File: config.mk
export PLATFORM = sky130hd
export DESIGN_NAME = clk_div_prog_flat
export DESIGN_NICKNAME = d
export VERILOG_FILES = /design/src/rtl/clk_div_prog_if.sv /design/src/rtl/clk_div_prog.sv /design/src/flat_wrapper.sv
export SDC_FILE = /design/constraint.sdc
export NUM_CORES = 1
export LEC_CHECK = 0
export CELL_PAD_IN_SITES_DETAIL_PLACEMENT = 0
export CELL_PAD_IN_SITES_GLOBAL_PLACEMENT = 2
export CORE_UTILIZATION = 35
export CTS_BUF_LIST = sky130_fd_sc_hd__clkbuf_8
export DETAILED_ROUTE_END_ITERATION = 6
export PLACE_DENSITY = 0.94
export SYNTH_ARGS = -nofsm -noshare
export SYNTH_HDL_FRONTEND = slang
export SYNTH_SLANG_ARGS = --single-unit
File: constraint.sdc
create_clock -name clk_in -period 8.12 [get_ports clk_in]
set_input_delay 0.812 -clock clk_in [delete_from_list [all_inputs] [get_ports clk_in]]
set_output_delay 0.812 -clock clk_in [all_outputs]
set_load 0.03 [all_outputs]
File: src/rtl/clk_div_prog_if.sv
// Control and status bundle for the programmable clock divider.
// The master side issues ratio loads and phase strobes. The slave side returns the divided outputs.
interface clk_div_prog_if #(
  parameter int DIV_WIDTH = 8
);
  logic [DIV_WIDTH-1:0] div_value;
  logic                 div_load;
  logic                 bit_slip;
  logic                 sync;
  logic                 clk_out;
  logic                 ce_out;
  logic [DIV_WIDTH-1:0] div_active;
  logic                 div_err;

  modport master (
    output div_value, div_load, bit_slip, sync,
    input  clk_out, ce_out, div_active, div_err
  );

  modport slave (
    input  div_value, div_load, bit_slip, sync,
    output clk_out, ce_out, div_active, div_err
  );
endinterface

File: src/rtl/clk_div_prog.sv
// Runtime-programmable fabric clock divider with staged ratio changes, bit-slip and multi-divider SYNC.
// Every output is registered from next state, so no input reaches an output combinationally.
module clk_div_prog #(
  parameter int DIV_WIDTH   = 8,
  parameter int DEFAULT_DIV = 4
) (
  input  logic           clk_in,
  input  logic           rst,
  clk_div_prog_if.slave  bus
);
  localparam logic [DIV_WIDTH-1:0] DEF = DIV_WIDTH'(DEFAULT_DIV);

  logic [DIV_WIDTH-1:0] cnt, cnt_nxt;
  logic [DIV_WIDTH-1:0] div_act, div_pend, n_nxt, half_nxt;
  logic                 pend_v, legal, wrap, apply, hold;
  logic                 clk_q, ce_q, err_q;

  always_comb begin
    legal   = bus.div_value >= DIV_WIDTH'(2);
    wrap    = cnt == (div_act - DIV_WIDTH'(1));
    apply   = 1'b0;
    hold    = 1'b0;
    cnt_nxt = cnt + DIV_WIDTH'(1);
    if (bus.sync) begin
      cnt_nxt = '0;
      apply   = 1'b1;
    end else if (bus.bit_slip) begin
      cnt_nxt = cnt;
      hold    = 1'b1;
    end else if (wrap) begin
      cnt_nxt = '0;
      apply   = 1'b1;
    end
    // A staged ratio takes over only at a period boundary, so no period is truncated.
    n_nxt    = (apply && pend_v) ? div_pend : div_act;
    half_nxt = n_nxt >> 1;
  end

  always_ff @(posedge clk_in) begin
    if (rst) begin
      cnt      <= DEF - DIV_WIDTH'(1);
      div_act  <= DEF;
      div_pend <= DEF;
      pend_v   <= 1'b0;
      clk_q    <= 1'b0;
      ce_q     <= 1'b0;
      err_q    <= 1'b0;
    end else begin
      cnt     <= cnt_nxt;
      div_act <= n_nxt;
      clk_q   <= cnt_nxt < half_nxt;
      // A slip that holds phase 0 must not produce a second CE pulse.
      ce_q    <= (cnt_nxt == '0) && !hold;
      err_q   <= bus.div_load && !legal;
      if (bus.div_load && legal) begin
        div_pend <= bus.div_value;
        pend_v   <= 1'b1;
      end else if (apply) begin
        pend_v   <= 1'b0;
      end
    end
  end

  assign bus.clk_out    = clk_q;
  assign bus.ce_out     = ce_q;
  assign bus.div_active = div_act;
  assign bus.div_err    = err_q;
endmodule

File: src/flat_wrapper.sv
// flat-port wrapper written by rule: the top's interface ports become plain ports
module clk_div_prog_flat 
#(
  parameter int DIV_WIDTH   = 8,
  parameter int DEFAULT_DIV = 4
)
  (clk_in, rst, bus_div_value, bus_div_load, bus_bit_slip, bus_sync, bus_clk_out, bus_ce_out, bus_div_active, bus_div_err);
  clk_div_prog_if #(.DIV_WIDTH(DIV_WIDTH)) bus_i ();
  input  logic clk_in;
  input  logic rst;
  input wire logic [$bits(bus_i.div_value)-1:0] bus_div_value;
  input wire logic [$bits(bus_i.div_load)-1:0] bus_div_load;
  input wire logic [$bits(bus_i.bit_slip)-1:0] bus_bit_slip;
  input wire logic [$bits(bus_i.sync)-1:0] bus_sync;
  output wire logic [$bits(bus_i.clk_out)-1:0] bus_clk_out;
  output wire logic [$bits(bus_i.ce_out)-1:0] bus_ce_out;
  output wire logic [$bits(bus_i.div_active)-1:0] bus_div_active;
  output wire logic [$bits(bus_i.div_err)-1:0] bus_div_err;
  assign bus_i.div_value = bus_div_value;
  assign bus_i.div_load = bus_div_load;
  assign bus_i.bit_slip = bus_bit_slip;
  assign bus_i.sync = bus_sync;
  assign bus_clk_out = bus_i.clk_out;
  assign bus_ce_out = bus_i.ce_out;
  assign bus_div_active = bus_i.div_active;
  assign bus_div_err = bus_i.div_err;
  clk_div_prog #(.DIV_WIDTH(DIV_WIDTH), .DEFAULT_DIV(DEFAULT_DIV)) u_core (.clk_in(clk_in), .rst(rst), .bus(bus_i));
endmodule
# == Yosys cells after proc, flatten, opt, wreduce, memory -nomap -nowiden ==
# Index checks and enable logic that the tools add are counted.
# word_totals
reg_bits,28
latchBits,0
mem_bits_rw,0
romBits,0
word_cells,32
memories,0
# op_classes
addsub,2
mul,0
n_div,0
n_lt_le_gt_ge,2
n_eq_ne,1
shifts,0
mux,11
n_bitwise,0
reduce_logical,8
# ops
op,count
8-bit 2-to-1 mux,4
"8-bit by 1-bit adder with 8-bit output, second input constant",1
8-bit equality test,1
"8-bit by 2-bit >= comparator with 1-bit output, second input constant",1
8-bit logical NOT,1
8-bit by 7-bit less-than comparator with 1-bit output,1
"8-bit by 1-bit subtractor with 8-bit output, second input constant",1
1-bit 2-to-1 mux,7
1-bit logical AND,4
1-bit logical NOT,2
2-bit nonzero test,1

# == Longest topological paths before layout ==
# Gate-level depths: netlist of run 1.
# depth
depth_word,8
ltp_mapped,15

# == Worst setup path before layout of run 1 ==
# OpenSTA, ideal clock, no wires.
# synth_timing
path_type,register to register
from,register u_core.div_act[7] (netlist: u_core.bus.div_active[7])
to,register u_core.clk_q (netlist: u_core.bus.clk_out)
t_arrival_ps,3304
t_required_ps,8046
path_slack_ps,4742
path_stages_with_launch,14
period_less_slack_ps,3378
path_cell_list,dfxtp_1 xnor2_1 or4b_1 a21oi_1 and3b_1 o41ai_2 nand2_1 mux2i_1 ha_1 a21o_1 a21o_1 a211oi_1 o211ai_1 o21ai_0
# synth_between
elab_chain_len,8
# synth_rtl
item,line,source
from (decl),clk_div_prog.sv:14,"logic [DIV_WIDTH-1:0] div_act, div_pend, n_nxt, half_nxt;"
from (signal assigned),clk_div_prog.sv:50,div_act <= n_nxt;
8-bit by 1-bit subtractor with 8-bit output,clk_div_prog.sv:20,wrap = cnt == (div_act - DIV_WIDTH'(1));
8-bit equality test,clk_div_prog.sv:20,
1-bit 2-to-1 mux,clk_div_prog.sv:30,end else if (wrap) begin
1-bit 2-to-1 mux,clk_div_prog.sv:27,end else if (bus.bit_slip) begin
1-bit 2-to-1 mux,clk_div_prog.sv:24,if (bus.sync) begin
1-bit logical AND,clk_div_prog.sv:35,n_nxt = (apply && pend_v) ? div_pend : div_act;
8-bit 2-to-1 mux,clk_div_prog.sv:35,
8-bit by 7-bit less-than comparator with 1-bit output *,clk_div_prog.sv:51,clk_q <= cnt_nxt < half_nxt;
to (signal assigned),clk_div_prog.sv:51,
to (decl),clk_div_prog.sv:16,"logic clk_q, ce_q, err_q;"
# Mark *: on every way between the ends. The rest lies on a longest branch, timed or not.
# A chain may end at the register's enable or synchronous reset.

# == Final worst setup path of run 1 ==
# layout_timing
from,register u_core.cnt[7]
to,register u_core.clk_q (netlist: u_core.bus.clk_out)
# layout_between
elab_chain_len,7
# layout_rtl
item,line,source
from (decl),clk_div_prog.sv:13,"logic [DIV_WIDTH-1:0] cnt, cnt_nxt;"
from (signal assigned),clk_div_prog.sv:41,cnt <= DEF - DIV_WIDTH'(1);
from (signal assigned),clk_div_prog.sv:49,cnt <= cnt_nxt;
"parallel branches: the longest is 6 deep, another holds 8-bit by 1-bit adder with 8-bit output",-,
8-bit by 7-bit less-than comparator with 1-bit output *,clk_div_prog.sv:51,
# Every way passes the cells marked *.

==> results of run 1 <==
==> metal layers <==
layer	global-route usage [%]	wire [um]	part of all wire (%)	up-vias
met1	20.4	1630	49	612
met2	26.2	1540	46	42
met3	2.47	141	4.2	5
li1	-	-	-	680
met4	6.51	51	1.5	0
met5	0	0	0	-
==> power groups by stage <==
stage               clock network [mW]  registers, mW  logic, mW
floorplan                            0          0.155     0.0297
finish                          0.0851          0.149     0.0514
global placement                     0          0.152     0.0512
global route                    0.0923          0.150     0.0568
detailed placement                   0          0.152     0.0515
CTS                             0.0878          0.149     0.0518
==> cell families after synthesis <==
group / count (synthesis) / share of synthesized area (%)
XOR/XNOR: 16 / 9.05
adder cells (fa/ha/maj): 8 / 6.47
AND/OR/NAND/NOR: 77 / 25.1
AO/OA/AOI/OAI: 30 / 13.6
buffers and inverters: 16 / 4.45
multiplexers: 8 / 5.17
flip-flops: 28 / 36.2
==> layout make-up <==
class / instances / area (sq um)
flip-flops and latches: 28 / 561
fillers: 423 / 2250
repair buffers: 25 / 245
well taps: 50 / 62.6
clock buffers: 4 / 55.1
multi-input cells: 139 / 918
inverters: 6 / 22.5
==> final timing paths <==
check | startpoint | end | slack, ps | cells past startpoint
worst max-delay path | u_core.cnt[7] | u_core.bus.clk_out | 4330 | 14
worst min-delay path | u_core.div_pend[4] | u_core.div_pend[4] | 460 | 2
worst max register to register | u_core.cnt[7] | u_core.bus.clk_out | 4330 | 14
worst min register to register | u_core.div_pend[4] | u_core.div_pend[4] | 460 | 2
==> synth_stat cells <==
library cell and count:
inv_1 6, nand3b_1 2, a21oi_1 10, clkbuf_1 6
xnor2_1 9, and3b_1 1, nand4b_1 1, ha_1 8
or2_2 1, buf_1 1, xor2_1 7, or4bb_1 1
nand4_1 2, a21o_1 3, o21ai_0 2, mux2i_1 8
a211oi_1 1, nor3b_1 2, o211ai_1 2, nor4_1 2
nand2b_1 3, o41ai_2 1, dfxtp_1 28, nand3_1 7
o221ai_1 1, nor4_2 1, a2111o_1 1, a31oi_1 2
nor3_1 10, o31ai_1 1, o311ai_0 1, a311oi_1 2
or4b_1 1, a22oi_1 2, buf_4 2, and3_1 1
a21boi_0 1, and2_1 1, buf_2 1, nor2_1 19
nand2_1 20, nor2b_1 2
==> state kept, by name, indices dropped and copies added (netlist names) <==
name	count
u_core.bus.ce_out	1
u_core.bus.clk_out	1
u_core.bus.div_active	8
u_core.bus.div_err	1
u_core.cnt	8
u_core.div_pend	8
u_core.pend_v	1
==> critical path, cell delays in order (launching register included) <==
cell	delay, ps
dfxtp_1	450
xnor2_1	160
or4b_1	480
a21oi_1	130
and3b_1	230
o41ai_2	310
buf_4	280
nand2_1	290
mux2i_1	280
ha_1	270
a21o_1	160
a21o_1	170
a211oi_1	230
o211ai_1	110
o21ai_0	160
==> per-stage QoR <==
stage | hold WS (ps) | instance area, sq um
after CTS | 464 | 1860
after detailed placement | 451 | 1810
after floorplan | 436 | 1550
after global routing | 485 | 1860
after global placement | 450 | 1810
final | 462 | 1860
==> metrics, run 1 <==
status=finished, final reports clean; TNS Setup=0 ps; Wirelength per Cell=between 10 and 15 um; CTS tree=yes; total gr overflow=0; post-cts sizing count=0; area grow syn2layout=20.5%; Post-Syn Instances=between 150 and 200; initial DRC count=roughly 100; crit path kind=reg -> reg; Psw=0.0749 mW; Post-Route Utilization=between 40 and 50%; Core Region=about 0.0041 sq mm; Synthesized Nets=approximately 200; Post-Place Cells=around 250; endpoints failing setup=0; Die ar.=0.00469 sq mm; commonest non-fill, non-tap cell in the layout=dfxtp_1; crit start category=flip-flop; largest net degree at the start of global routing=29; first-pass GRT wire length=approximately 5400 um; DIE WIDTH=a little under 70 um; antenna viol nets, final=0; setup slack after layout=between 4000 and 5000 ps; clock sink count=28; H-tree lvl count=1; crit path max fanout=20; switching part of the total power=26.2%; hold-fix buffers at CTS=0; # IOs=24; Worst-Margin Slew=388 ps; worst hold-check path type=reg -> reg; clk root buf=clkbuf_8; RSZ-0062 raised after global routing=false; Synth area leaders=dfxtp_1 36%, ha_1 6.5%, mux2i_1 5.2%; Reg clk slew, reported paths=90 ps; DRC viols=0; fmax=between 0.2 and 0.3 GHz; Fin. Hold Viols=0; fin crit share=around 47%; Die Ht=slightly below 70 um; worst skew pair latency=around 270 ps; Internal Power=0.211 mW; sequential area share after synthesis=between 30% and 40%; worst slew margin relative to its limit=between 70% and 80%; post-synthesis register bit count=28; initial antenna violation count=0; most frequent cells in the layout=28 x dfxtp_1, 23 x clkdlybuf4s50_1, 20 x nand2_1, 19 x nor2_1; VDD IR-drop max=about 0.09 mV; Worst Skew=2.13 ps; Pwr Density=around 150 mW/mm^2; Via density=about 5.3; CTS max path bufs=2; fin crit period=3790 ps; total power=roughly 0.29 mW; Post-Syn Area=around 0.0015 sq mm; CTS buffer count=3; area fraction of the dominant cell type after synthesis=approximately 36%; DR vias=approximately 1300; endpoint class of the critical path=flip-flop; Place WS=between 4000 and 5000 ps; Mapped Avg Cell Area=between 8 and 9 sq um; WP data arrival=3990 ps; share of cells above drive strength 1=4.46%; post-synthesis cell type count=42; ant diodes=0; Starting Density=37.6%; Max-Cap Viols=0; final slew viol count=0; Seq pwr share=52.2%; total wire length=3360 um; postcts setup bufs=0; vias in the first global route=around 1200; Leak=around 0.75 nW; Placement Rows=23; nets=224; drt first pass iters=4; Clk network pwr share=roughly 30%; Comb pwr share=18.0%; leading area contributor after synthesis=dfxtp_1; Req. time, crit path=8320 ps; Ys Warns=0; Finished Layout Cells=252; PortBufs=23; routability cong.=slightly above 0.8; Detailed Place HPWL=2560 um; gr usage total=between 10% and 20%
Power figures use the tool's default switching activity.
==> inputs of run 2 (changes only) <==
CORE_UTILIZATION = 30   (was 35)
PLACE_DENSITY = 0.86   (was 0.94)
clock period = 3.3 ns   (was 8.12 ns; I/O delays follow)
==> run 2 against run 1 <==
- combinational power grew to 3.0 times the previous value
- via count increased by 5.0%
- critical path type unchanged
- critical endpoint unchanged
- total power rose by 150%
- highest routed layer unchanged
==> metrics, run 2 (synthesis gave the netlist of run 1 again) <==
ant diodes=0 (unchanged); Via density=4.85 (-8.8%); total wire length=3680 um (+9.5%); fmax=0.322 GHz (+22%); R2R Setup Slk=190 ps (-4130 ps); status=finished, final reports clean; worst hold-check path type=reg -> reg; Die ar.=0.00545 sq mm (+16%); worst slew margin relative to its limit=70.2% (-3.9 points); reg2reg start=u_core.bus.div_active[1]; Req. time, crit path=3510 ps (-4810 ps); Post-Place Cells=281 (+13%); gr usage total=15.3% (-0.59 points); Cell Chain, Critical Path=inv_1, ha_2, nor3b_4, nand2_2, xnor2_2, nand4_1, o41ai_4, nand2_2, buf_4, mux2i_1, ha_1, a21o_1, a21o_1, a211oi_2, o211ai_1, o21ai_0; Placement Rows=25 (+8.7%); crit start category=flip-flop; most frequent cells in the layout=25 x dfxtp_1, 24 x buf_4, 23 x clkdlybuf4s50_1, 19 x nor2_1, 18 x nand2_1; Worst Skew=2.61 ps (+0.478 ps); WP data arrival=3320 ps (-670 ps); Wirelength per Cell=12.7 um (-4.9%); Reg clk slew, reported paths=90 ps (about the same); nets=246 (+9.8%); CTS max path bufs=2 (unchanged); H-tree lvl count=1 (unchanged); Starting Density=31.9% (-5.7 points); area grow syn2layout=35.4%; Largest stage delay, worst path=410 ps (-70 ps); Hold Crit Start=u_core.div_pend[5]; crit path kind=reg -> reg; endpoints failing setup=0 (unchanged); fin crit period=3110 ps (-689 ps); first-pass GRT wire length=6290 um (+15%); vias in the first global route=1356 (+15%); hold-fix buffers at CTS=0 (unchanged); Detailed Place HPWL=2850 um (+11%); fin crit share=94.1% (+47 points); DIE WIDTH=73.8 um (+7.8%); initial DRC count=46 (-56%); clk root buf=clkbuf_8; Worst-Margin Slew=446 ps (+57.7 ps); r2r endpoint=u_core.bus.clk_out; drt first pass iters=4 (unchanged); Fillers=487 (+15%); Hold WS=463 ps (+1.66 ps); Place WS=-27.3 ps (-4430 ps); # IOs=24 (unchanged); endpoint class of the critical path=flip-flop; total power=0.708 mW (+150%); clock sink count=28 (unchanged); Pwr Density=338 mW/mm^2 (+120%); DR vias=1406 (+5.0%); slowest CP cell=o41ai_4; commonest non-fill, non-tap cell in the layout=dfxtp_1; Hold Path Sink=u_core.div_pend[5]; setup slack after layout=195 ps (-4130 ps); Fin. Hold Viols=0 (unchanged); Finished Layout Cells=290 (+15%); Leak=0.856 nW (+14%); Core Region=0.00485 sq mm (+18%); CTS tree=yes; DRC viols=0 (unchanged); crit path max fanout=4 (-80%); Reg area=564 sq um (+0.67%); initial antenna violation count=0 (unchanged); total gr overflow=0 (unchanged); Max-Cap Viols=0 (unchanged); PortBufs=23 (unchanged); antenna viol nets, final=0 (unchanged); Die Ht=73.8 um (+7.8%); final slew viol count=0 (unchanged); largest net degree at the start of global routing=19 (-34%); Post-DP Area=0.00195 sq mm (+8.0%); Final Cell Area=0.00210 sq mm (+12%); routability cong.=0.792 (-3.7%); VDD IR-drop max=0.153 mV (+71%); worst skew pair latency=280 ps (about the same); CTS buffer count=3 (unchanged); R2R cell count=16 (+2); share of cells above drive strength 1=18.8% (+14 points); Multi-input gate area=973 sq um (+6.0%); hold path depth=2 (unchanged)
-- run 2: routing by layer --
metal	vias up	part of all wire (%)	track usage [%]
met3	11	2.9	2.47
met2	32	42	22.6
li1	725	-	-
met4	0	2.6	7.91
met5	-	0	0
met1	638	52	21.1
-- run 2: cell type report --
type | instances | share of cell area (%)
multi-input cells | 139 | 46.4
flip-flops and latches | 28 | 26.9
well taps | 67 | 4.00
repair buffers | 47 | 19.6
clock buffers | 3 | 1.97
inverters | 6 | 1.07
-- run 2: report_power, final --
| group | leakage, nW | total, mW | internal, mW | switching [mW] |
|---|---|---|---|---|
| registers | 0.231 | 0.366 | 0.353 | 0.0128 |
| logic | 0.604 | 0.154 | 0.0769 | 0.0770 |
| clock network | 0.0216 | 0.189 | 0.0822 | 0.106 |
-- run 2: through the flow --
step / TNS (ps) / utilization [%]
final: 0 / 43.2
after CTS: 0 / 41.6
after global placement: 0 / 40.3
after detailed placement: -27.3 / 40.3
after global routing: -10.9 / 43.2
after floorplan: 0 / -
-- run 2: worst max-delay path by stage --
stage	to	start	slack (ps)
2_1_floorplan	u_core.bus.clk_out	u_core.bus.div_active[0]	20
3_3_place_gp	u_core.bus.clk_out	u_core.bus.div_active[0]	60
3_5_place_dp	u_core.bus.clk_out	u_core.bus.div_active[0]	-30
4_1_cts	u_core.bus.clk_out	u_core.bus.div_active[0]	10
5_1_grt	u_core.bus.clk_out	u_core.bus.div_active[1]	-10
6_report	u_core.bus.clk_out	u_core.bus.div_active[1]	190
-- run 2: timing repair --
item                       CTS  global route
setup endpoints to repair    1             1
gates resized for setup      0            12
buffers inserted             3             3
pin swaps                    0             5
cloned                       0             0
-- run 2: worst max-delay path, delay by kind of cell, from the launching register on --
family / cells / cell delay, ps
compound gates: 6 / 1200
xor+xnor: 1 / 140
buf+inv: 2 / 220
fa+ha+maj: 2 / 390
flops: 1 / 350
simple gates: 4 / 610
mux: 1 / 140
==> inputs of run 3 (changes only) <==
CORE_MARGIN = 2   (was unset)
==> run 3 against run 2 <==
- sequential power hardly changed
- clock power is 12% higher
- global-route usage is 1.1 points lower
- combinational power hardly changed
- total power is 3.1% higher
- core utilization is 1.2 points lower
==> metrics, run 3 (synthesis gave the netlist of run 1 again) <==
status=finished, final reports clean; most frequent cells in the layout=25 x dfxtp_1, 23 x clkdlybuf4s50_1, 19 x nor2_1, 19 x buf_4, 18 x nand2_1; hold-fix buffers at CTS=0 (unchanged); vias in the first global route=1227 (-9.5%); Fin. Hold Viols=0 (unchanged); routability cong.=0.770 (-2.7%); largest net degree at the start of global routing=16 (-3); Most common cell on crit path=a21o_1; share of cells above drive strength 1=19.9% (+1.1 points); initial antenna violation count=0 (unchanged); CTS buffer count=3 (unchanged); Max-Cap Viols=0 (unchanged); Worst Skew=1.26 ps (-1.35 ps); first-pass GRT wire length=6100 um (-3.0%); total gr overflow=0 (unchanged); Core Region=0.00504 sq mm (+4.0%); Pwr Density=344 mW/mm^2 (+1.9%); fin crit period=3030 ps (-71.6 ps); gr usage total=14.2% (-1.1 points); DRC viols=0 (unchanged); WP data arrival=3250 ps (-70 ps); drt first pass iters=4 (unchanged); clock sink count=28 (unchanged); GR Layer Usage met3=2.12% (-0.35 points); initial DRC count=72 (+57%); fmax=0.330 GHz (+2.4%); crit path max fanout=3 (-1); H-tree lvl count=1 (unchanged); VDD IR-drop max=0.131 mV (-14%); Most Used Layer, Global Route=met1; total wire length=3610 um (-2.0%); CTS max path bufs=2 (unchanged); Die Ht=75.8 um (+2.7%); Largest stage delay, worst path=490 ps (+80 ps); total power=0.730 mW (+3.1%); worst skew pair latency=280 ps (about the same); GR met2 Demand/Resource=20.6% (-2.0 points); endpoints failing setup=0 (unchanged); endpoint class of the critical path=flip-flop; area grow syn2layout=36.9%; Finished Layout Cells=291 (+0.34%); # IOs=24 (unchanged); Wirelength per Cell=12.4 um (-2.3%); Req. time, crit path=3520 ps (about the same); nets=243 (-1.2%); final slew viol count=0 (unchanged); Die ar.=0.00575 sq mm (+5.5%); slowest CP cell=or4bb_1; antenna viol nets, final=0 (unchanged); ant diodes=0 (unchanged); DR vias=1357 (-3.5%); commonest non-fill, non-tap cell in the layout=dfxtp_1; Worst-Margin Slew=566 ps (+120 ps); CTS tree=yes; Starting Density=30.7% (-1.2 points); PortBufs=23 (unchanged); Post-Place Cells=281 (unchanged); Leak=0.850 nW (-0.65%); Via density=4.66 (-3.8%); M1 GR Usage=21.0% (-0.10 points); Detailed Place HPWL=2790 um (-2.3%); crit path kind=reg -> reg; worst slew margin relative to its limit=62.2% (-8.0 points); Reg clk slew, reported paths=90 ps (about the same); DIE WIDTH=75.8 um (+2.7%); Crit path max-delay family=simple AND/OR/NAND/NOR gates; Placement Rows=26 (+4.0%); clk root buf=clkbuf_8; crit start category=flip-flop; fin crit share=91.9% (-2.2 points); WP buf/inv=0 (-2); worst hold-check path type=reg -> reg; Cell Chain, Critical Path=nor3_1, nand2_1, or4bb_1, and3b_1, o41ai_2, nand2_2, mux2i_2, ha_1, a21o_1, a21o_1, a211oi_2, o211ai_1, o21ai_1
-- run 3: tightest hold or removal path, cell delays in order (launching register included) --
cell,delay [ps]
dfxtp_1,320
nand2_1,50
a21oi_1,50
-- run 3: per-stage QoR --
stage               hold WS (ps)  cell area, sq um  utilization (%)  setup TNS [ps]  setup slack [ps]
finish                       458              2120             42.0               0               266
global route                 484              2120             42.0           -13.0             -13.0
CTS                          460              2010             39.9               0              40.4
detailed placement           447              1940             38.4               0              24.4
global placement             443              1940             38.4               0              68.0
floorplan                    436              1550                -               0              15.4
-- run 3: final cells by class --
type,instances,area [sq um]
clock buffer,4,55.1
fill,512,2920
inverter,6,22.5
multi-input combinational,139,995
sequential,28,564
tap,70,87.6
timing repair buffer,44,395
-- run 3: repair_timing --
item	4_1_cts	5_1_grt
setup endpoints to repair	1	1
setup buffers	3	3
gates resized for setup	0	21
pin swaps	0	10
gates cloned	0	0
-- run 3: report_power, final --
part           leakage, nW  internal, mW  switching [mW]  total (mW)
sequential           0.231         0.353          0.0130       0.366
clock               0.0288         0.107           0.105       0.212
combinational        0.591        0.0767          0.0757       0.152
total                0.850         0.537           0.193       0.730
-- run 3: worst paths after layout --
check	startpoint	cells after the start	endpoint	slack, ps
setup / recovery	u_core.bus.div_active[0]	13	u_core.bus.clk_out	270
hold reg to reg	u_core.div_pend[7]	2	u_core.div_pend[7]	460
setup reg to reg	u_core.bus.div_active[0]	13	u_core.bus.clk_out	270
hold / removal	u_core.div_pend[7]	2	u_core.div_pend[7]	460
-- run 3: metal layers --
metal	vias up	routed length (um)	part of all wire, %
li1	721	-	-
met5	-	0	0
met1	609	1890	52
met2	22	1560	43
met3	5	108	3.0
met4	0	55	1.5
